--- src/rtl/matrix_pkg.sv ---
// ---------------------------------------------------------------------------
// matrix_pkg
// Shared constants and the FSM state type for the 12-element serializer.
// Ports: none (package).
// ---------------------------------------------------------------------------
package matrix_pkg;

  localparam int ELEM_W   = 8;   // default element width
  localparam int NUM_ELEM = 12;  // elements per frame
  localparam int SEL_W    = 4;   // width of the element index
  localparam int LAST_IDX = 11;  // index of the final element in a frame

  typedef enum logic [0:0] {
    IDLE = 1'b0,
    SEND = 1'b1
  } state_e;

endpackage

--- src/rtl/mux_serializer12_if.sv ---
// ---------------------------------------------------------------------------
// mux_serializer12_if
// Groups the frame-input handshake and the element-output stream.
// Ports (signals):
//   in_valid/in_ready    frame handshake, in_data1..in_data12 frame elements
//   out_valid/out_ready  element handshake, out_data/out_sel/out_last element
//   busy                 a frame is being streamed
// Modports: master drives the frame and out_ready; slave is the serializer.
// ---------------------------------------------------------------------------
interface mux_serializer12_if
  import matrix_pkg::*;
#(
  parameter int DATA_W = ELEM_W
);

  logic              in_valid;
  logic              in_ready;
  logic [DATA_W-1:0] in_data1;
  logic [DATA_W-1:0] in_data2;
  logic [DATA_W-1:0] in_data3;
  logic [DATA_W-1:0] in_data4;
  logic [DATA_W-1:0] in_data5;
  logic [DATA_W-1:0] in_data6;
  logic [DATA_W-1:0] in_data7;
  logic [DATA_W-1:0] in_data8;
  logic [DATA_W-1:0] in_data9;
  logic [DATA_W-1:0] in_data10;
  logic [DATA_W-1:0] in_data11;
  logic [DATA_W-1:0] in_data12;
  logic              out_valid;
  logic              out_ready;
  logic [DATA_W-1:0] out_data;
  logic [SEL_W-1:0]  out_sel;
  logic              out_last;
  logic              busy;

  modport master (
    output in_valid, in_data1, in_data2, in_data3, in_data4, in_data5, in_data6,
           in_data7, in_data8, in_data9, in_data10, in_data11, in_data12,
           out_ready,
    input  in_ready, out_valid, out_data, out_sel, out_last, busy
  );

  modport slave (
    input  in_valid, in_data1, in_data2, in_data3, in_data4, in_data5, in_data6,
           in_data7, in_data8, in_data9, in_data10, in_data11, in_data12,
           out_ready,
    output in_ready, out_valid, out_data, out_sel, out_last, busy
  );

endinterface

--- src/rtl/mux12to1.sv ---
// ---------------------------------------------------------------------------
// mux12to1
// Combinational 12:1 element selector.
// Ports:
//   sel   in   SEL_W            element index 0..11
//   din   in   DATA_W x 12      element inputs, din[k] selected by sel==k
//   dout  out  DATA_W           selected element; zero for indices 12..15
// ---------------------------------------------------------------------------
module mux12to1
  import matrix_pkg::*;
#(
  parameter int DATA_W = ELEM_W
) (
  input  logic [SEL_W-1:0]  sel,
  input  logic [DATA_W-1:0] din [NUM_ELEM],
  output logic [DATA_W-1:0] dout
);

  // Element select; out-of-range indices yield zero rather than stale data.
  always_comb begin
    dout = '0;
    case (sel)
      4'd0:    dout = din[0];
      4'd1:    dout = din[1];
      4'd2:    dout = din[2];
      4'd3:    dout = din[3];
      4'd4:    dout = din[4];
      4'd5:    dout = din[5];
      4'd6:    dout = din[6];
      4'd7:    dout = din[7];
      4'd8:    dout = din[8];
      4'd9:    dout = din[9];
      4'd10:   dout = din[10];
      4'd11:   dout = din[11];
      default: dout = '0;
    endcase
  end

endmodule

--- src/rtl/mux_serializer12.sv ---
// ---------------------------------------------------------------------------
// mux_serializer12
// Captures a 12-element frame in one cycle and streams it out one element
// per accepted beat, index 0 first, with valid/ready backpressure.
// Ports:
//   clk    in   rising-edge clock
//   rst_n  in   asynchronous active-low reset
//   bus    slave modport of mux_serializer12_if (frame in, element stream out)
// ---------------------------------------------------------------------------
module mux_serializer12
  import matrix_pkg::*;
#(
  parameter int DATA_W = ELEM_W
) (
  input logic                clk,
  input logic                rst_n,
  mux_serializer12_if.slave  bus
);

  state_e            state_r;
  state_e            state_nxt_s;
  logic [SEL_W-1:0]  idx_r;
  logic [SEL_W-1:0]  idx_nxt_s;
  logic              capture_s;
  logic              send_s;
  logic [DATA_W-1:0] bank_r    [NUM_ELEM];
  logic [DATA_W-1:0] in_elem_s [NUM_ELEM];
  logic [DATA_W-1:0] mux_data_s;

  assign in_elem_s[0]  = bus.in_data1;
  assign in_elem_s[1]  = bus.in_data2;
  assign in_elem_s[2]  = bus.in_data3;
  assign in_elem_s[3]  = bus.in_data4;
  assign in_elem_s[4]  = bus.in_data5;
  assign in_elem_s[5]  = bus.in_data6;
  assign in_elem_s[6]  = bus.in_data7;
  assign in_elem_s[7]  = bus.in_data8;
  assign in_elem_s[8]  = bus.in_data9;
  assign in_elem_s[9]  = bus.in_data10;
  assign in_elem_s[10] = bus.in_data11;
  assign in_elem_s[11] = bus.in_data12;

  // Next-state, index and capture decode; in_* only matter in IDLE.
  always_comb begin
    state_nxt_s = state_r;
    idx_nxt_s   = idx_r;
    capture_s   = 1'b0;
    case (state_r)
      IDLE: begin
        idx_nxt_s = '0;
        if (bus.in_valid) begin
          capture_s   = 1'b1;
          state_nxt_s = SEND;
        end else begin
          state_nxt_s = IDLE;
        end
      end
      SEND: begin
        // out_valid is always 1 in SEND, so out_ready alone accepts a beat.
        if (bus.out_ready) begin
          if (idx_r == SEL_W'(LAST_IDX)) begin
            idx_nxt_s   = '0;
            state_nxt_s = IDLE;
          end else begin
            idx_nxt_s   = idx_r + SEL_W'(1);
            state_nxt_s = SEND;
          end
        end else begin
          idx_nxt_s   = idx_r;
          state_nxt_s = SEND;
        end
      end
      default: begin
        idx_nxt_s   = '0;
        state_nxt_s = IDLE;
      end
    endcase
  end

  // State and index registers.
  always_ff @(posedge clk or negedge rst_n) begin
    if (!rst_n) begin
      state_r <= IDLE;
      idx_r   <= '0;
    end else begin
      state_r <= state_nxt_s;
      idx_r   <= idx_nxt_s;
    end
  end

  // Frame bank: loaded only on capture, cleared by reset.
  always_ff @(posedge clk or negedge rst_n) begin
    if (!rst_n) begin
      for (int i = 0; i < NUM_ELEM; i++) begin
        bank_r[i] <= '0;
      end
    end else if (capture_s) begin
      for (int i = 0; i < NUM_ELEM; i++) begin
        bank_r[i] <= in_elem_s[i];
      end
    end else begin
      for (int i = 0; i < NUM_ELEM; i++) begin
        bank_r[i] <= bank_r[i];
      end
    end
  end

  mux12to1 #(
    .DATA_W (DATA_W)
  ) u_mux (
    .sel  (idx_r),
    .din  (bank_r),
    .dout (mux_data_s)
  );

  // Outputs decode purely from state/idx/bank so no in_* path reaches out_*.
  assign send_s        = (state_r == SEND);
  assign bus.in_ready  = ~send_s;
  assign bus.out_valid = send_s;
  assign bus.busy      = send_s;
  assign bus.out_sel   = send_s ? idx_r : '0;
  assign bus.out_data  = send_s ? mux_data_s : '0;
  assign bus.out_last  = send_s & (idx_r == SEL_W'(LAST_IDX));

endmodule

--- src/flat_wrapper.sv ---
// flat-port wrapper written by rule: the top's interface ports become plain ports
module mux_serializer12_flat import matrix_pkg::*;
#(
  parameter int DATA_W = ELEM_W
)
  (clk, rst_n, bus_in_valid, bus_in_data1, bus_in_data2, bus_in_data3, bus_in_data4, bus_in_data5, bus_in_data6, bus_in_data7, bus_in_data8, bus_in_data9, bus_in_data10, bus_in_data11, bus_in_data12, bus_out_ready, bus_in_ready, bus_out_valid, bus_out_data, bus_out_sel, bus_out_last, bus_busy);
  mux_serializer12_if #(.DATA_W(DATA_W)) bus_i ();
  input logic clk;
  input logic rst_n;
  input wire logic [$bits(bus_i.in_valid)-1:0] bus_in_valid;
  input wire logic [$bits(bus_i.in_data1)-1:0] bus_in_data1;
  input wire logic [$bits(bus_i.in_data2)-1:0] bus_in_data2;
  input wire logic [$bits(bus_i.in_data3)-1:0] bus_in_data3;
  input wire logic [$bits(bus_i.in_data4)-1:0] bus_in_data4;
  input wire logic [$bits(bus_i.in_data5)-1:0] bus_in_data5;
  input wire logic [$bits(bus_i.in_data6)-1:0] bus_in_data6;
  input wire logic [$bits(bus_i.in_data7)-1:0] bus_in_data7;
  input wire logic [$bits(bus_i.in_data8)-1:0] bus_in_data8;
  input wire logic [$bits(bus_i.in_data9)-1:0] bus_in_data9;
  input wire logic [$bits(bus_i.in_data10)-1:0] bus_in_data10;
  input wire logic [$bits(bus_i.in_data11)-1:0] bus_in_data11;
  input wire logic [$bits(bus_i.in_data12)-1:0] bus_in_data12;
  input wire logic [$bits(bus_i.out_ready)-1:0] bus_out_ready;
  output wire logic [$bits(bus_i.in_ready)-1:0] bus_in_ready;
  output wire logic [$bits(bus_i.out_valid)-1:0] bus_out_valid;
  output wire logic [$bits(bus_i.out_data)-1:0] bus_out_data;
  output wire logic [$bits(bus_i.out_sel)-1:0] bus_out_sel;
  output wire logic [$bits(bus_i.out_last)-1:0] bus_out_last;
  output wire logic [$bits(bus_i.busy)-1:0] bus_busy;
  assign bus_i.in_valid = bus_in_valid;
  assign bus_i.in_data1 = bus_in_data1;
  assign bus_i.in_data2 = bus_in_data2;
  assign bus_i.in_data3 = bus_in_data3;
  assign bus_i.in_data4 = bus_in_data4;
  assign bus_i.in_data5 = bus_in_data5;
  assign bus_i.in_data6 = bus_in_data6;
  assign bus_i.in_data7 = bus_in_data7;
  assign bus_i.in_data8 = bus_in_data8;
  assign bus_i.in_data9 = bus_in_data9;
  assign bus_i.in_data10 = bus_in_data10;
  assign bus_i.in_data11 = bus_in_data11;
  assign bus_i.in_data12 = bus_in_data12;
  assign bus_i.out_ready = bus_out_ready;
  assign bus_in_ready = bus_i.in_ready;
  assign bus_out_valid = bus_i.out_valid;
  assign bus_out_data = bus_i.out_data;
  assign bus_out_sel = bus_i.out_sel;
  assign bus_out_last = bus_i.out_last;
  assign bus_busy = bus_i.busy;
  mux_serializer12 #(.DATA_W(DATA_W)) u_core (.clk(clk), .rst_n(rst_n), .bus(bus_i));
endmodule
--- config.mk ---
export PLATFORM = sky130hd
export DESIGN_NAME = mux_serializer12_flat
export DESIGN_NICKNAME = d
export VERILOG_FILES = /design/src/rtl/matrix_pkg.sv /design/src/rtl/mux_serializer12_if.sv /design/src/rtl/mux12to1.sv /design/src/rtl/mux_serializer12.sv /design/src/flat_wrapper.sv
export SDC_FILE = /design/constraint.sdc
export NUM_CORES = 1
export LEC_CHECK = 0
export ABC_AREA = 1
export CAP_MARGIN = 20
export CORE_MARGIN = 5
export CORE_UTILIZATION = 40
export CTS_CLUSTER_SIZE = 20
export DETAILED_ROUTE_END_ITERATION = 8
export MAX_ROUTING_LAYER = met4
export PLACE_DENSITY = 0.64
export SLEW_MARGIN = 0
export SYNTH_ARGS = -nofsm -noshare
export SYNTH_HDL_FRONTEND = slang
export SYNTH_SLANG_ARGS = --single-unit
--- constraint.sdc ---
create_clock -name clk -period 3.8 [get_ports clk]
set_input_delay 0.57 -clock clk [delete_from_list [all_inputs] [get_ports clk]]
set_output_delay 0.57 -clock clk [all_outputs]
set_load 0.03 [all_outputs]
==> flow_summary.json, run 1 <==
{
  "status": "finished, final reports clean",
  "cts_resized": 0,
  "io_buffers": 115,
  "mostFrequentLayoutCells": "clkdlybuf4s50_1, dfrtp_1, mux2_2",
  "syn_to_final_growth_pct": 31.5,
  "drc": 0,
  "swShare": 0.356,
  "wl_um": 13600,
  "htreeDepth": 3,
  "yosysWarningCount": 0,
  "crit_path_end_kind": "output pin",
  "yosysSeqAreaShare": 0.498,
  "ys_ff_latch": 101,
  "rsz0062_at_grt": "no",
  "cts_tree": "built",
  "switchingPower_mw": 1.78,
  "yosysTopAreaCell": "dfrtp_1",
  "hold_viol_final": 0,
  "required_ns": 3.23,
  "wl_per_cell_um": 18.4,
  "hpwlAfterDp_um": 9550,
  "yosys-top-cells-area": "dfrtp_1, mux2_2, mux2_4, nand4_1, nand3_1",
  "cts.clk_slew.worst_paths_ns": 0.07,
  "ir_drop_mv": 0.566,
  "clockRootBuffer": "clkbuf_16",
  "p_int_mw": 3.22,
  "core_region_area_um2": 12500,
  "final_net_count": 667,
  "drive_above_1_share": 0.232,
  "dr.pass1.iters": 6,
  "setup_tns_ns": 0,
  "fmax_mhz": 290,
  "design.die.area_um2": 15100,
  "cts_max_path_buffers": 2,
  "drt-vias-per-instance": 5.16,
  "path_class": "reg2out",
  "clock_power_share": 0.213,
  "synth.avg_cell_area_um2": 11.0,
  "cts_buffers": 9,
  "fp.dieW_um": 123,
  "hp-class": "in2async",
  "vias": 3819,
  "final_max_slew_viol_count": 0,
  "synth.top_cell.area_share": 0.498,
  "seqCellArea_um2": 2530,
  "gr-total-overflow": 0,
  "final_common_cell": "clkdlybuf4s50_1",
  "netlist_instances": 462,
  "syn_nets": 566,
  "start_kind": "flip-flop",
  "setup_viol": 0,
  "cp_max_fo": 33,
  "clock_sinks": 101,
  "fillers": 1112,
  "die_height_um": 123,
  "grt_use_total": 0.189,
  "grt_first_pass_wirelength_um": 21300,
  "first_global_vias": 4041,
  "worstMarginPinSlew_ns": 0.752,
  "worst_r2r_startpoint": "u_core.bus.busy",
  "cts_setup_buffers": 0,
  "p_comb_frac": 0.392,
  "drtIter0Drc": 297,
  "gp_congestion": 0.855,
  "multi_input_area_um2": 2250,
  "clk_latency_ns": 0.34,
  "cp_data_arrival_time_ns": 2.87,
  "grt_max_degree": 86,
  "hold_ws_ns": 0.212,
  "start_util": 0.406,
  "cts_hold_buffers": 0,
  "drtAntennaViolNets": 0,
  "yosysUniqueCellTypes": 23,
  "fin_crit_sh": 0.906,
  "synth_area_um2": 5080,
  "crit_start": "u_core.idx_r[3]",
  "finalWorstPathRequiredPeriod_ns": 3.44,
  "fin_skew_ns": 0.00590,
  "p_seq_frac": 0.395,
  "pin_count": 116,
  "slew_headroom": 0.499,
  "antenna_cells": 0,
  "antenna_found_initial": 0,
  "p_per_area_nw_per_um2": 748,
  "p_leak_nw": 3.34,
  "maxCapViolCount": 0,
  "num_rows": 41
}
cell usage after synthesis:
library cell	instances
o22ai_1	1
inv_1	15
dfrtp_1	101
ha_1	4
buf_4	8
o21ai_0	2
nor2_4	2
a21oi_1	1
a31o_2	1
buf_6	5
nor2_1	25
buf_2	19
clkinv_4	1
or2_2	1
mux2_2	67
nand4_1	49
nand2_1	65
nand3_1	58
nand2_4	1
clkbuf_1	4
inv_2	2
xor2_1	1
mux2_4	29
power by group through the flow:
stage,logic (mW),clock network (mW),registers (mW)
final,1.96,1.06,1.97
after global routing,2.12,1.12,2.03
after CTS,1.96,1.09,1.97
after detailed placement,1.95,0,1.98
after global placement,1.91,0,1.97
after floorplan,1.45,0,1.81
routing by layer:
metal | vias up | GRT usage | share of wire
met5 | - | - | 0
li1 | 1819 | - | -
met3 | 17 | 0.0410 | 0.059
met4 | 0 | 0.0511 | 0.015
met2 | 120 | 0.302 | 0.49
met1 | 1863 | 0.244 | 0.44
cell type report:
type / count / area share
clock buffers: 10 / 0.0358
clock inverters: 6 / 0.0163
inverters: 18 / 0.0109
multi-input cells: 307 / 0.337
flip-flops and latches: 101 / 0.378
well taps: 172 / 0.0322
repair buffers: 126 / 0.189
worst paths after layout:
| check | to | slack [ns] | cells after the start |
|---|---|---|---|
| min | u_core.bank_r[13] | 0.21 | 1 |
| max | bus_out_data[0] | 0.36 | 8 |
| min reg2reg | u_core.bank_r[77] | 0.51 | 1 |
| max reg2reg | u_core.bank_r[64] | 1.34 | 4 |
| min in group clk | u_core.bank_r[77] | 0.51 | 1 |
| max in group asynchronous | u_core.bank_r[51] | 2.94 | 2 |
state kept, by name, summed over array words and instances, names as in the netlist:
name / flops
u_core.bank_r: 96
u_core.bus.busy: 1
u_core.idx_r: 4
worst max-delay path, stage by stage (launching register included):
cell,delay (ns)
dfrtp_1,0.64
nor2_4,0.66
nand3_1,0.17
nand2_1,0.10
nor2_1,0.05
nand3_1,0.07
nand2_1,0.06
inv_1,0.11
clkdlybuf4s50_1,0.68
logic make-up (layout without fill, tap and decap cells):
logic type	Yosys count	in the layout	synth area share
buffers and inverters	54	160	0.0589
adder cells (fa/ha/maj)	4	4	0.00985
flip-flops	101	101	0.498
multiplexers	96	96	0.234
AO/OA/AOI/OAI	5	5	0.00591
AND/OR/NAND/NOR	201	201	0.192
XOR/XNOR	1	1	0.00172
through the flow:
| step | setup WS, ns | total power, mW | cell area (µm²) | utilization | instances |
|---|---|---|---|---|---|
| finish | 0.357 | 5.00 | 6680 | 0.534 | 740 |
| global route | 0.142 | 5.28 | 6680 | 0.534 | 740 |
| CTS | 0.347 | 5.02 | 6650 | 0.531 | 739 |
| detailed placement | 0.743 | 3.93 | 6300 | 0.504 | 723 |
| global placement | 0.819 | 3.87 | 6300 | 0.504 | 723 |
| floorplan | 1.70 | 3.26 | 5080 | - | 462 |
No activity file was read; power rests on OpenSTA's default activity.
==> run 2, diff against run 1 <==
Settings changed: RECOVER_POWER from default to 25.
==> run 2 against run 1 <==
Compared with the run above: the flow now finishes with violations (max-capacitance violations, max-slew violations); setup slack improved by 0.0012 ns; power about the same; global-route usage unchanged; combinational power about the same; first-iteration DRC count decreased by 1.0%; clock skew about the same; non-clock buffer count unchanged; sequential share of layout area increased by 0.15 points; design area decreased by 0.39%.
==> flow_summary.json, run 2 (synthesis gave the netlist of run 1 again) <==
{
  "status": "complete, but fails checks",
  "failed_checks": "max-capacitance violations, max-slew violations",
  "htreeDepth": 3,
  "required_ns": 3.23,
  "rsz0062_at_grt": "no",
  "vias": 3811,
  "syn_to_final_growth_pct": 31.0,
  "clk_latency_ns": 0.34,
  "met1_length_um": 5990,
  "antenna_cells": 0,
  "worst_r2r_startpoint": "u_core.bus.busy",
  "rr_worst_depth": 4,
  "io_buffers": 115,
  "cts_hold_buffers": 0,
  "clockRootBuffer": "clkbuf_16",
  "setup_viol": 0,
  "r2r_slack_ns": 1.34,
  "drtAntennaViolNets": 0,
  "drc": 0,
  "final_net_count": 667,
  "design.die.area_um2": 15100,
  "final_max_slew_viol_count": 40,
  "start_util": 0.406,
  "maxCapViolCount": 1,
  "wl_per_cell_um": 18.4,
  "r2r_end": "u_core.bank_r[64]",
  "die_height_um": 123,
  "fin_util": 0.532,
  "crit_path_end_kind": "output pin",
  "p_leak_nw": 3.33,
  "mostFrequentLayoutCells": "clkdlybuf4s50_1, dfrtp_1, mux2_2",
  "cts_resized": 0,
  "fmax_mhz": 291,
  "crit_start": "u_core.idx_r[3]",
  "cts_buffers": 9,
  "cp_max_fo": 33,
  "core_region_area_um2": 12500,
  "pin_count": 116,
  "first_global_vias": 4041,
  "drtIter0Drc": 294,
  "cts_max_path_buffers": 2,
  "p_per_area_nw_per_um2": 750,
  "wl_met2_um": 6610,
  "drive_above_1_share": 0.231,
  "fin_skew_ns": 0.00590,
  "place_worst_setup_slack_ns": 0.743,
  "hold_viol_final": 0,
  "cts.clk_slew.worst_paths_ns": 0.07,
  "seqCellArea_um2": 2530,
  "hpwlAfterDp_um": 9550,
  "cts_tree": "built",
  "antenna_found_initial": 0,
  "largest_reg_flops": 96,
  "fillers": 1117,
  "setup_slack_ns": 0.358,
  "start_kind": "flip-flop",
  "worstMarginPinSlew_ns": 2.18,
  "final_common_cell": "clkdlybuf4s50_1",
  "hold_depth": 1,
  "cp_data_arrival_time_ns": 2.87,
  "dr.pass1.iters": 6,
  "fp.dieW_um": 123,
  "grt_max_degree": 86,
  "cts_setup_buffers": 0,
  "gp_congestion": 0.855,
  "highest_layer": "met4",
  "drt-vias-per-instance": 5.15,
  "gr-total-overflow": 0,
  "finalWorstPathRequiredPeriod_ns": 3.44,
  "ir_drop_mv": 0.566,
  "fin_crit_sh": 0.906,
  "met3_length_um": 791,
  "cp-endpoint": "bus_out_data[0]",
  "multi_input_area_um2": 2250,
  "top_register": "u_core.bank_r",
  "num_rows": 41,
  "path_class": "reg2out",
  "clock_sinks": 101,
  "grt_use_total": 0.189,
  "wl_um": 13600,
  "setup_tns_ns": 0,
  "hp-class": "reg2reg",
  "grt_first_pass_wirelength_um": 21300,
  "slew_headroom": -0.454
}
-- run 2: cell types whose count changed in the layout (fill, tap and decap cells not counted) --
cell and change:
clkbuf_1 +1, buf_4 -1, buf_16 -1, clkbuf_2 +1
-- run 2: per-stage QoR --
stage | cell area [µm²] | hold WS, ns | std cells | power [mW]
6_report | 6650 | 0.506 | 740 | 4.99
5_1_grt | 6650 | 0.525 | 740 | 5.27
4_1_cts | 6650 | 0.477 | 739 | 5.02
3_5_place_dp | 6300 | 0.493 | 723 | 3.93
3_3_place_gp | 6300 | 0.488 | 723 | 3.87
2_1_floorplan | 5080 | 0.274 | 462 | 3.26
-- run 2: where the power goes --
group          internal (mW)  switching (mW)  leakage, nW
Combinational          0.949            1.00         1.83
Clock                  0.662           0.403        0.173
Sequential              1.60           0.368         1.32
Total                   3.22            1.78         3.33
-- run 2: metal layers --
metal	vias up	track usage
met4	0	0.0511
met3	17	0.0410
met1	1859	0.244
met2	118	0.302
li1	1817	-
met5	-	-
-- run 2: how the worst min path moves through the flow --
stage | start | end | slack, ns
final | u_core.bank_r[77] | u_core.bank_r[77] | 0.51
after global routing | u_core.bank_r[84] | u_core.bank_r[84] | 0.53
after CTS | rst_n | u_core.bank_r[13] | 0.48
after detailed placement | u_core.bank_r[77] | u_core.bank_r[77] | 0.49
after global placement | u_core.bank_r[33] | u_core.bank_r[33] | 0.49
after floorplan | rst_n | u_core.bank_r[0] | 0.27
-- run 2: cell type report --
cell class | count | area share
flip-flops and latches | 101 | 0.380
multi-input cells | 307 | 0.339
repair buffers | 126 | 0.186
clock buffers | 10 | 0.0359
well taps | 172 | 0.0323
clock inverters | 6 | 0.0164
inverters | 18 | 0.0109
-- run 2: worst max-delay path, stage by stage (launching register included) --
cell	delay, ns
dfrtp_1	0.64
nor2_4	0.66
nand3_1	0.17
nand2_1	0.10
nor2_1	0.05
nand3_1	0.07
nand2_1	0.06
inv_1	0.11
clkdlybuf4s50_1	0.68
==> run 3, diff against run 2 <==
Settings changed: GPL_ROUTABILITY_DRIVEN from default to 0.
==> results of run 3 <==
Same layout as run 2: the final DEF is identical, and so are final timing and power.
